--- src/rtl/mips_mc.sv ---
// Multi-cycle MIPS integer core. One shared instruction/data memory port with
// a req/ack handshake. Register file and ALU are kept inside this module.
module mips_mc #(
  parameter logic [31:0] RESET_PC        = 32'h0000_0000,
  parameter int unsigned CNT_W           = 32,
  parameter bit          HALT_ON_ILLEGAL = 1'b1
) (
  input  logic             clk,
  input  logic             rst,
  output logic             mem_req,
  output logic             mem_we,
  output logic [31:0]      mem_addr,
  output logic [31:0]      mem_wdata,
  input  logic [31:0]      mem_rdata,
  input  logic             mem_ack,
  output logic [31:0]      pc,
  output logic             halted,
  output logic [CNT_W-1:0] instret
);

  typedef enum logic [2:0] {StFetch, StDecode, StExec, StMem, StWb, StHalt} state_e;

  state_e           state_q, state_d;
  logic [31:0]      pc_q, pc_d, ir_q, ir_d, a_q, a_d, b_q, b_d;
  logic [31:0]      aluout_q, aluout_d, mdr_q, mdr_d;
  logic [CNT_W-1:0] instret_q, instret_d;
  logic             retire;
  logic [31:0]      rf_q [32];
  logic             rf_we;

  // Instruction fields
  logic [5:0]  op, func;
  logic [4:0]  rs, rt, rd, shamt;
  logic [15:0] imm;
  logic [31:0] signimm, zeroimm;
  assign op      = ir_q[31:26];
  assign rs      = ir_q[25:21];
  assign rt      = ir_q[20:16];
  assign rd      = ir_q[15:11];
  assign shamt   = ir_q[10:6];
  assign func    = ir_q[5:0];
  assign imm     = ir_q[15:0];
  assign signimm = {{16{imm[15]}}, imm};
  assign zeroimm = {16'h0000, imm};

  logic is_r, is_alu_r, is_sll, is_slt, is_sltu, is_jr, is_movz;
  logic is_lw, is_sw, is_addi, is_addiu, is_ori, is_lui;
  logic is_beq, is_bne, is_bltz, is_blez, is_j, is_jal, is_branch, legal;
  assign is_r      = (op == 6'b000000);
  assign is_alu_r  = is_r && (func[5:3] == 3'b100);
  assign is_sll    = is_r && (func == 6'b000000);
  assign is_slt    = is_r && (func == 6'b101010);
  assign is_sltu   = is_r && (func == 6'b101011);
  assign is_jr     = is_r && (func == 6'b001000);
  assign is_movz   = is_r && (func == 6'b001010);
  assign is_lw     = (op == 6'b100011);
  assign is_sw     = (op == 6'b101011);
  assign is_addi   = (op == 6'b001000);
  assign is_addiu  = (op == 6'b001001);
  assign is_ori    = (op == 6'b001101);
  assign is_lui    = (op == 6'b001111);
  assign is_beq    = (op == 6'b000100);
  assign is_bne    = (op == 6'b000101);
  assign is_bltz   = (op == 6'b000001) && (rt == 5'd0);
  assign is_blez   = (op == 6'b000110) && (rt == 5'd0);
  assign is_j      = (op == 6'b000010);
  assign is_jal    = (op == 6'b000011);
  assign is_branch = is_beq | is_bne | is_bltz | is_blez;
  assign legal     = is_alu_r | is_sll | is_slt | is_sltu | is_jr | is_movz | is_lw | is_sw |
                     is_addi | is_addiu | is_ori | is_lui | is_branch | is_j | is_jal;

  // Register file read ports; $0 is hardwired to zero
  logic [31:0] rf_rs, rf_rt;
  assign rf_rs = (rs == 5'd0) ? 32'h0 : rf_q[rs];
  assign rf_rt = (rt == 5'd0) ? 32'h0 : rf_q[rt];

  // Write-back destination and data
  logic [4:0]  wb_addr;
  logic [31:0] wb_data;
  logic        wb_en;
  assign wb_addr = is_jal ? 5'd31 : (is_r ? rd : rt);
  assign wb_data = is_lw ? mdr_q : aluout_q;
  assign wb_en   = is_movz ? (b_q == 32'h0) : 1'b1;

  // ALU result for the EXEC stage
  logic [31:0] alu_res;
  always_comb begin
    alu_res = 32'h0;
    if (is_lw || is_sw || is_addi) alu_res = a_q + signimm;
    else if (is_addiu)             alu_res = a_q + zeroimm;
    else if (is_ori)               alu_res = a_q | zeroimm;
    else if (is_lui)               alu_res = {imm, 16'h0000};
    else if (is_sll)               alu_res = b_q << shamt;
    else if (is_slt)               alu_res = {31'h0, $signed(a_q) < $signed(b_q)};
    else if (is_sltu)              alu_res = {31'h0, a_q < b_q};
    else if (is_movz)              alu_res = a_q;
    else if (is_jal)               alu_res = pc_q;
    else if (is_alu_r) begin
      unique case (func[2:0])
        3'b000, 3'b001: alu_res = a_q + b_q;
        3'b010, 3'b011: alu_res = a_q - b_q;
        3'b100:         alu_res = a_q & b_q;
        3'b101:         alu_res = a_q | b_q;
        3'b110:         alu_res = a_q ^ b_q;
        default:        alu_res = ~(a_q | b_q);
      endcase
    end
  end

  // Branch condition; bltz/blez treat a as signed
  logic taken;
  always_comb begin
    taken = 1'b0;
    if (is_beq)       taken = (a_q == b_q);
    else if (is_bne)  taken = (a_q != b_q);
    else if (is_bltz) taken = a_q[31];
    else if (is_blez) taken = a_q[31] | (a_q == 32'h0);
  end

  // Next-state, datapath updates and memory port drive
  always_comb begin
    state_d   = state_q;
    pc_d      = pc_q;
    ir_d      = ir_q;
    a_d       = a_q;
    b_d       = b_q;
    aluout_d  = aluout_q;
    mdr_d     = mdr_q;
    retire    = 1'b0;
    rf_we     = 1'b0;
    mem_req   = 1'b0;
    mem_we    = 1'b0;
    mem_addr  = 32'h0;
    mem_wdata = 32'h0;
    unique case (state_q)
      StFetch: begin
        mem_req  = 1'b1;
        mem_addr = pc_q;
        if (mem_ack) begin
          ir_d    = mem_rdata;
          pc_d    = pc_q + 32'd4;
          state_d = StDecode;
        end
      end
      StDecode: begin
        a_d = rf_rs;
        b_d = rf_rt;
        if (legal) begin
          state_d = StExec;
        end else if (HALT_ON_ILLEGAL) begin
          state_d = StHalt;
        end else begin
          retire  = 1'b1;
          state_d = StFetch;
        end
      end
      StExec: begin
        aluout_d = alu_res;
        if (is_branch) begin
          if (taken) pc_d = pc_q + {signimm[29:0], 2'b00};
          retire  = 1'b1;
          state_d = StFetch;
        end else if (is_j || is_jal) begin
          pc_d    = {pc_q[31:28], ir_q[25:0], 2'b00};
          retire  = is_j;
          state_d = is_j ? StFetch : StWb;
        end else if (is_jr) begin
          pc_d    = a_q;
          retire  = 1'b1;
          state_d = StFetch;
        end else if (is_lw || is_sw) begin
          state_d = StMem;
        end else begin
          state_d = StWb;
        end
      end
      StMem: begin
        mem_req   = 1'b1;
        mem_we    = is_sw;
        mem_addr  = aluout_q;
        mem_wdata = b_q;
        if (mem_ack) begin
          if (is_sw) begin
            retire  = 1'b1;
            state_d = StFetch;
          end else begin
            mdr_d   = mem_rdata;
            state_d = StWb;
          end
        end
      end
      StWb: begin
        rf_we   = wb_en;
        retire  = 1'b1;
        state_d = StFetch;
      end
      StHalt: state_d = StHalt;
      default: state_d = StFetch;
    endcase
    // Abandon any request while reset is held
    if (rst) begin
      mem_req   = 1'b0;
      mem_we    = 1'b0;
      mem_addr  = 32'h0;
      mem_wdata = 32'h0;
      rf_we     = 1'b0;
    end
  end

  assign instret_d = retire ? instret_q + {{(CNT_W-1){1'b0}}, 1'b1} : instret_q;

  // Architectural and pipeline registers with synchronous reset
  always_ff @(posedge clk) begin
    if (rst) begin
      state_q   <= StFetch;
      pc_q      <= RESET_PC;
      ir_q      <= 32'h0;
      a_q       <= 32'h0;
      b_q       <= 32'h0;
      aluout_q  <= 32'h0;
      mdr_q     <= 32'h0;
      instret_q <= '0;
    end else begin
      state_q   <= state_d;
      pc_q      <= pc_d;
      ir_q      <= ir_d;
      a_q       <= a_d;
      b_q       <= b_d;
      aluout_q  <= aluout_d;
      mdr_q     <= mdr_d;
      instret_q <= instret_d;
    end
  end

  // Register file write; writes to $0 are dropped
  always_ff @(posedge clk) begin
    if (rf_we && (wb_addr != 5'd0)) rf_q[wb_addr] <= wb_data;
  end

  assign pc      = pc_q;
  assign halted  = (state_q == StHalt);
  assign instret = instret_q;

endmodule
--- config.mk ---
export PLATFORM = sky130hd
export DESIGN_NAME = mips_mc
export DESIGN_NICKNAME = d
export VERILOG_FILES = /design/src/rtl/mips_mc.sv
export SDC_FILE = /design/constraint.sdc
export NUM_CORES = 2
export LEC_CHECK = 0
export CORE_ASPECT_RATIO = 0.7
export CORE_MARGIN = 2
export CORE_UTILIZATION = 50
export DETAILED_ROUTE_END_ITERATION = 12
export GPL_ROUTABILITY_DRIVEN = 1
export PLACE_DENSITY_LB_ADDON = 0.25
export SYNTH_ARGS = -nofsm -noshare
export SYNTH_HDL_FRONTEND = slang
export SYNTH_SLANG_ARGS = --single-unit
--- constraint.sdc ---
create_clock -name clk -period 7.2 [get_ports clk]
set_input_delay 1.08 -clock clk [delete_from_list [all_inputs] [get_ports clk]]
set_output_delay 1.08 -clock clk [all_outputs]
set_load 0.05 [all_outputs]
Yosys cells after proc, flatten, opt, wreduce, memory -nomap -nowiden
Memory sizes are Yosys's and may differ from the RTL's. A register that Yosys moved wholly into a read port is not among the register bits. Cells that the tools add are included.

Input port bits: 35. Register bits: 227. Logic and storage cells: 169. Output and inout port bits: 131. Bits in latches: 0. Memories: 1. Bits in writable memories: 1024. Bits in read-only memories: 0.

Memory list: rf_q (words 32, width 32, read ports 2, clocked after Yosys merged registers in 2, write ports 1, line 28) `logic [31:0] rf_q [32];`.

$mul: 0. Equality and inequality tests: 36. Mux-type cells: 59. Add/sub/neg operators: 7. Shift operators: 1. Reductions and logical operators: 30. Bitwise logic cells: 24. $lt $le $gt $ge: 2. Divide/modulo/power cells: 0.

Operators with widths (number): two-way mux 32 bit (21); case mux 32 bit (5 select lines) (1); case mux 32 bit (2 select lines) (2); adder 32 bit (3); zero test 32 bit (2); less-than comparator 32 bit (2); == test 6 x 4 -> 1 bit (second input constant) (6); adder 32 x 1 -> 32 bit (second input constant) (1); adder 32 x 16 -> 32 bit (1); adder 32 x 3 -> 32 bit (second input constant) (1); bitwise AND 32 bit (1); == test 32 bit (1); != test 32 bit (1); NOT 32 bit (1); bitwise OR 32 x 16 -> 32 bit (1); bitwise OR 32 bit (1); left shift 32 x 5 -> 32 bit (1); subtractor 32 bit (1); bitwise XOR 32 bit (1); two-way mux 5 bit (6); two-way mux 3 bit (9); == test 6 bit (second input constant) (4); == test 3 bit (second input constant) (6); == test 6 x 3 -> 1 bit (second input constant) (3); 24 further kinds (82).

Depth between registers and ports, before layout
Word-level depth: 18. Gate-level depth with buffers: 15. Gate-level depth less buffers: 14.

Worst setup path after synthesis
OpenSTA, ideal clock, no wires.

Path kind: reg2reg. From: register ir_q[26]. To: memory rf_q[10][0], enable pin. Path buffers: 3. Data arrival time: 4.069 ns. Data required time: 6.775 ns. Period minus slack after synthesis: 4.493 ns. Stages on the path, launching flop included: 11. Setup slack: 2.707 ns. Setup time: 0.425 ns. Cell sequence: dfxtp_1 -> buf_6 -> or4_4 -> or3_1 -> buf_2 -> clkbuf_1 -> o211ai_1 -> nor3_1 -> nor4_1 -> nor3b_1 -> nor2b_1.

Cells in the longest elaborated chain, start to end: 8. Elaborated cells between the ends (all ways): 12. Those cells by class: eq/ne (1); mux (7); reduce/logical (4).

Ends and longest elaborated chain: from (decl) (line 24) `logic [31:0] pc_q, pc_d, ir_q, ir_d, a_q, a_d, b_q, b_d;`; from (signal assigned) (line 226) `ir_q <= ir_d;`; zero test 6 bit (line 49) `assign is_r = (op == 6'b000000);`; logical AND 1 bit (line 55) `assign is_movz = is_r && (func == 6'b001010);`; two-way mux 1 bit (line 83) `assign wb_en = is_movz ? (b_q == 32'h0) : 1'b1;`; two-way mux 1 bit (line 135) `unique case (state_q)`; two-way mux 1 bit (line 201) `if (rst) begin`; logical AND 1 bit (line 237) `if (rf_we && (wb_addr != 5'd0)) rf_q[wb_addr] <= wb_data;`; two-way mux 1 bit (line 237); two-way mux 1 bit (implied by the code) (line 237); to (decl) (line 28).

Parallel ways exist; a longest one is shown, timed or not.

Final worst setup path
From: input rst. To: output mem_wdata[29].

Cells in the longest elaborated chain, start to end: 1.

Ends and longest elaborated chain: from (decl) (line 9) `input logic rst,`; two-way mux 32 bit (line 201); to (decl) (line 13) `output logic [31:0] mem_wdata,`.

No other way between the ends.

==> impl_metrics.tcl <==
set metrics [dict create \
    start_kind "input port" \
    gr-max-usage-layer "met1" \
    status "finished, final reports clean" \
    synthFlopType "edfxtp_1" \
    p_sw_mw 6.77 \
    p_sw_frac 0.330 \
    place_ws_ps 2050 \
    syn_inst 5093 \
    end_kind "primary output" \
    pwr-share-seq 0.407 \
    synthSimpleGateAreaFrac 0.0763 \
    routed-via-count 49800 \
    fp-row-count 114 \
    leakage_nw 24.3 \
    first_global_vias 46600 \
    maxCapViolCount 0 \
    htree_levels 3 \
    fill_cells 11000 \
    viasPerCell 6.99 \
    timing.fmax_mhz 185 \
    layout_setup_ws_ps 1800 \
    finalHoldViolCount 0 \
    wl_per_cell_um 35.3 \
    dp_cells 6900 \
    coreArea_um2 138000 \
    cp-startpoint "rst" \
    cts_hold_buf 0 \
    finish.instance_area_um2 77400 \
    cts_sinks 1261 \
    fp.dieW_um 449 \
    yosys_register_bits 1261 \
    num_io_pins 166 \
    cts_max_path_buffers 3 \
    pwr-share-clk 0.329 \
    hold_class "flop to flop" \
    power.total_mw 20.5 \
    synthMuxAreaShare 0.242 \
    min_period_ps 5400 \
    syn_area_um2 69200 \
    grt.total_usage 0.351 \
    routed_wl_um 252000 \
    clkTransAtPathRegs_ps 70 \
    gp_routability_congestion 1.06 \
    critPathMaxFanout 87 \
    dp_hpwl_um 181000 \
    synth_edf_count 1024 \
    ys_types 92 \
    drive_gt1_frac 0.212 \
    hold_slack_ps 454 \
    cts_tree "done" \
    worst-setup-path-type "input port to primary output" \
    skew_ps 54.0 \
    drt-initial-drc-count 8443 \
    cts_resized 0 \
    mostFrequentLayoutCells "1024 x edfxtp_1, 667 x mux4_2, 416 x nand2_1, 351 x nor2_1, 330 x a21oi_1" \
    place_area_um2 73300 \
    post-route-util 0.562 \
    grt_setup_unrepaired "false" \
    overflow 0 \
    dieArea_um2 142000 \
    min_from "mdr_q[19]" \
    antenna_found_initial 19 \
    ir_drop_v 0.000206 \
    power_density_nw_per_um2 265 \
    synth_top_family_by_area "multiplexers" \
    tightest_slew_ps 1430 \
    cts_buffers 118 \
    use_met3 0.119 \
    p_int_mw 13.7 \
    stdcell_count 7127 \
    clock_latency_ps 800 \
    grtUsageMet2 0.488 \
    synth-compound-area-share 0.0894 \
    yosysSeqAreaShare 0.513 \
    synthAdderAreaFrac 0.0340 \
    async_flop_share 0 \
    layout_commonest_cell "edfxtp_1" \
    synth_xor_area_frac 0.0169 \
    relSlewSlack 0.0406 \
    nets 5385 \
    worstPathRequired_ps 6120 \
    final_antenna_net_count 0 \
    grt_pass1_wl_um 354000 \
    initial_core_util 0.503 \
    area_growth_pct 11.8 \
    cp.arrival_ps 4320 \
    setup_viol 0 \
    pwr-share-comb 0.264 \
    grt_use_met1 0.534 \
    grt_max_degree 136 \
    avgSynthCellArea_um2 13.6 \
    clockRootBuffer "clkbuf_16" \
    tns_ps 0 \
    port_buffers 165 \
    drt-pass1-iter-count 7 \
    fin_crit_sh 0.750 \
    drc_errors 0 \
    drv_slew 0 \
    fp.dieH_um 315 \
    postCtsSetupRepairBufs 0 \
    r2r-start "a_q[21]" \
    yosysWarnings 0 \
]
## power groups by stage
stage,Sequential (mW),Combinational [mW],Clock (mW)
2_1_floorplan,8.33,3.22,0
6_report,8.34,5.41,6.75
5_1_grt,8.35,5.55,7.08
4_1_cts,8.33,5.19,6.79
3_5_place_dp,8.48,5.17,0
3_3_place_gp,8.48,5.19,0
## cells in the mapped netlist, drive strengths merged (9+ instances only)
cell / number / area share
edfxtp: 1024 / 0.44
mux4: 667 / 0.22
nand2: 418 / 0.023
nor2: 383 / 0.021
a21oi: 330 / 0.024
clkbuf: 284 / 0.015
dfxtp: 237 / 0.069
o21ai: 215 / 0.016
ha: 182 / 0.033
inv: 134 / 0.0073
mux2i: 130 / 0.019
buf: 91 / 0.0054
xnor2: 86 / 0.011
nor3: 85 / 0.0061
nand3: 70 / 0.0053
a211oi: 50 / 0.0054
xor2: 48 / 0.0061
a22oi: 47 / 0.0051
o211ai: 45 / 0.0049
mux2: 41 / 0.0067
nor4: 41 / 0.0040
a21o: 34 / 0.0037
nand4: 32 / 0.0029
a31oi: 30 / 0.0027
a221oi: 28 / 0.0035
and3: 27 / 0.0024
o21bai: 25 / 0.0027
o22ai: 23 / 0.0021
or3: 22 / 0.0020
nor2b: 21 / 0.0019
o31ai: 21 / 0.0023
and2: 20 / 0.0018
o21a: 16 / 0.0018
a311oi: 14 / 0.0019
o221ai: 14 / 0.0019
nand2b: 13 / 0.0012
a221o: 11 / 0.0016
nor3b: 10 / 0.0012
or2: 10 / 0.00090
a2111oi: 9 / 0.0011
or4: 9 / 0.0010
## path summary, 6_finish.rpt
kind / endpoint / slack, ps / cells after the start
worst max-delay path: mem_wdata[29] / 1800 / 6
worst min-delay path: mdr_q[19] / 450 / 2
worst max register to register: pc[19] / 1830 / 13
worst min register to register: mdr_q[19] / 450 / 2
## area by class of cell
class	count	area (um2)	area share
antenna	3	7.51	0.0000969
clock buffer	141	3060	0.0395
clock inverter	83	1040	0.0135
inverter	137	514	0.00664
multi-input combinational	3351	32200	0.416
sequential	1261	35500	0.459
tap	1856	2320	0.0300
timing repair buffer	295	2740	0.0354
## worst max-delay path, cell delays in order
cell,delay [ps]
clkbuf_8,290
inv_1,460
nand2_1,210
buf_4,350
nor2_1,830
clkdlybuf4s50_1,960
## cell families (layout without fill, tap and decap cells)
group	Yosys count	count (layout)
fa+ha+maj	186	186
flops	1261	1261
simple gates	1177	1177
xor+xnor	134	134
other cells	1	35
buf+inv	512	656
mux	838	838
compound gates	984	984
## metal layers
layer  up-vias  wire (um)
met3       404      35300
met1     25600     105000
met5         -        249
li1      20300          -
met4        26       6440
met2      3466     105000
## state kept, by name (all words and copies together), names as in the netlist, named ones only
signal and flops:
a_q 32, aluout_q 32, rf_q 1024, b_q 32, mdr_q 32, pc 32
instret 32, ir_q 32, state_q 3
(Power assumes the default switching activity.)
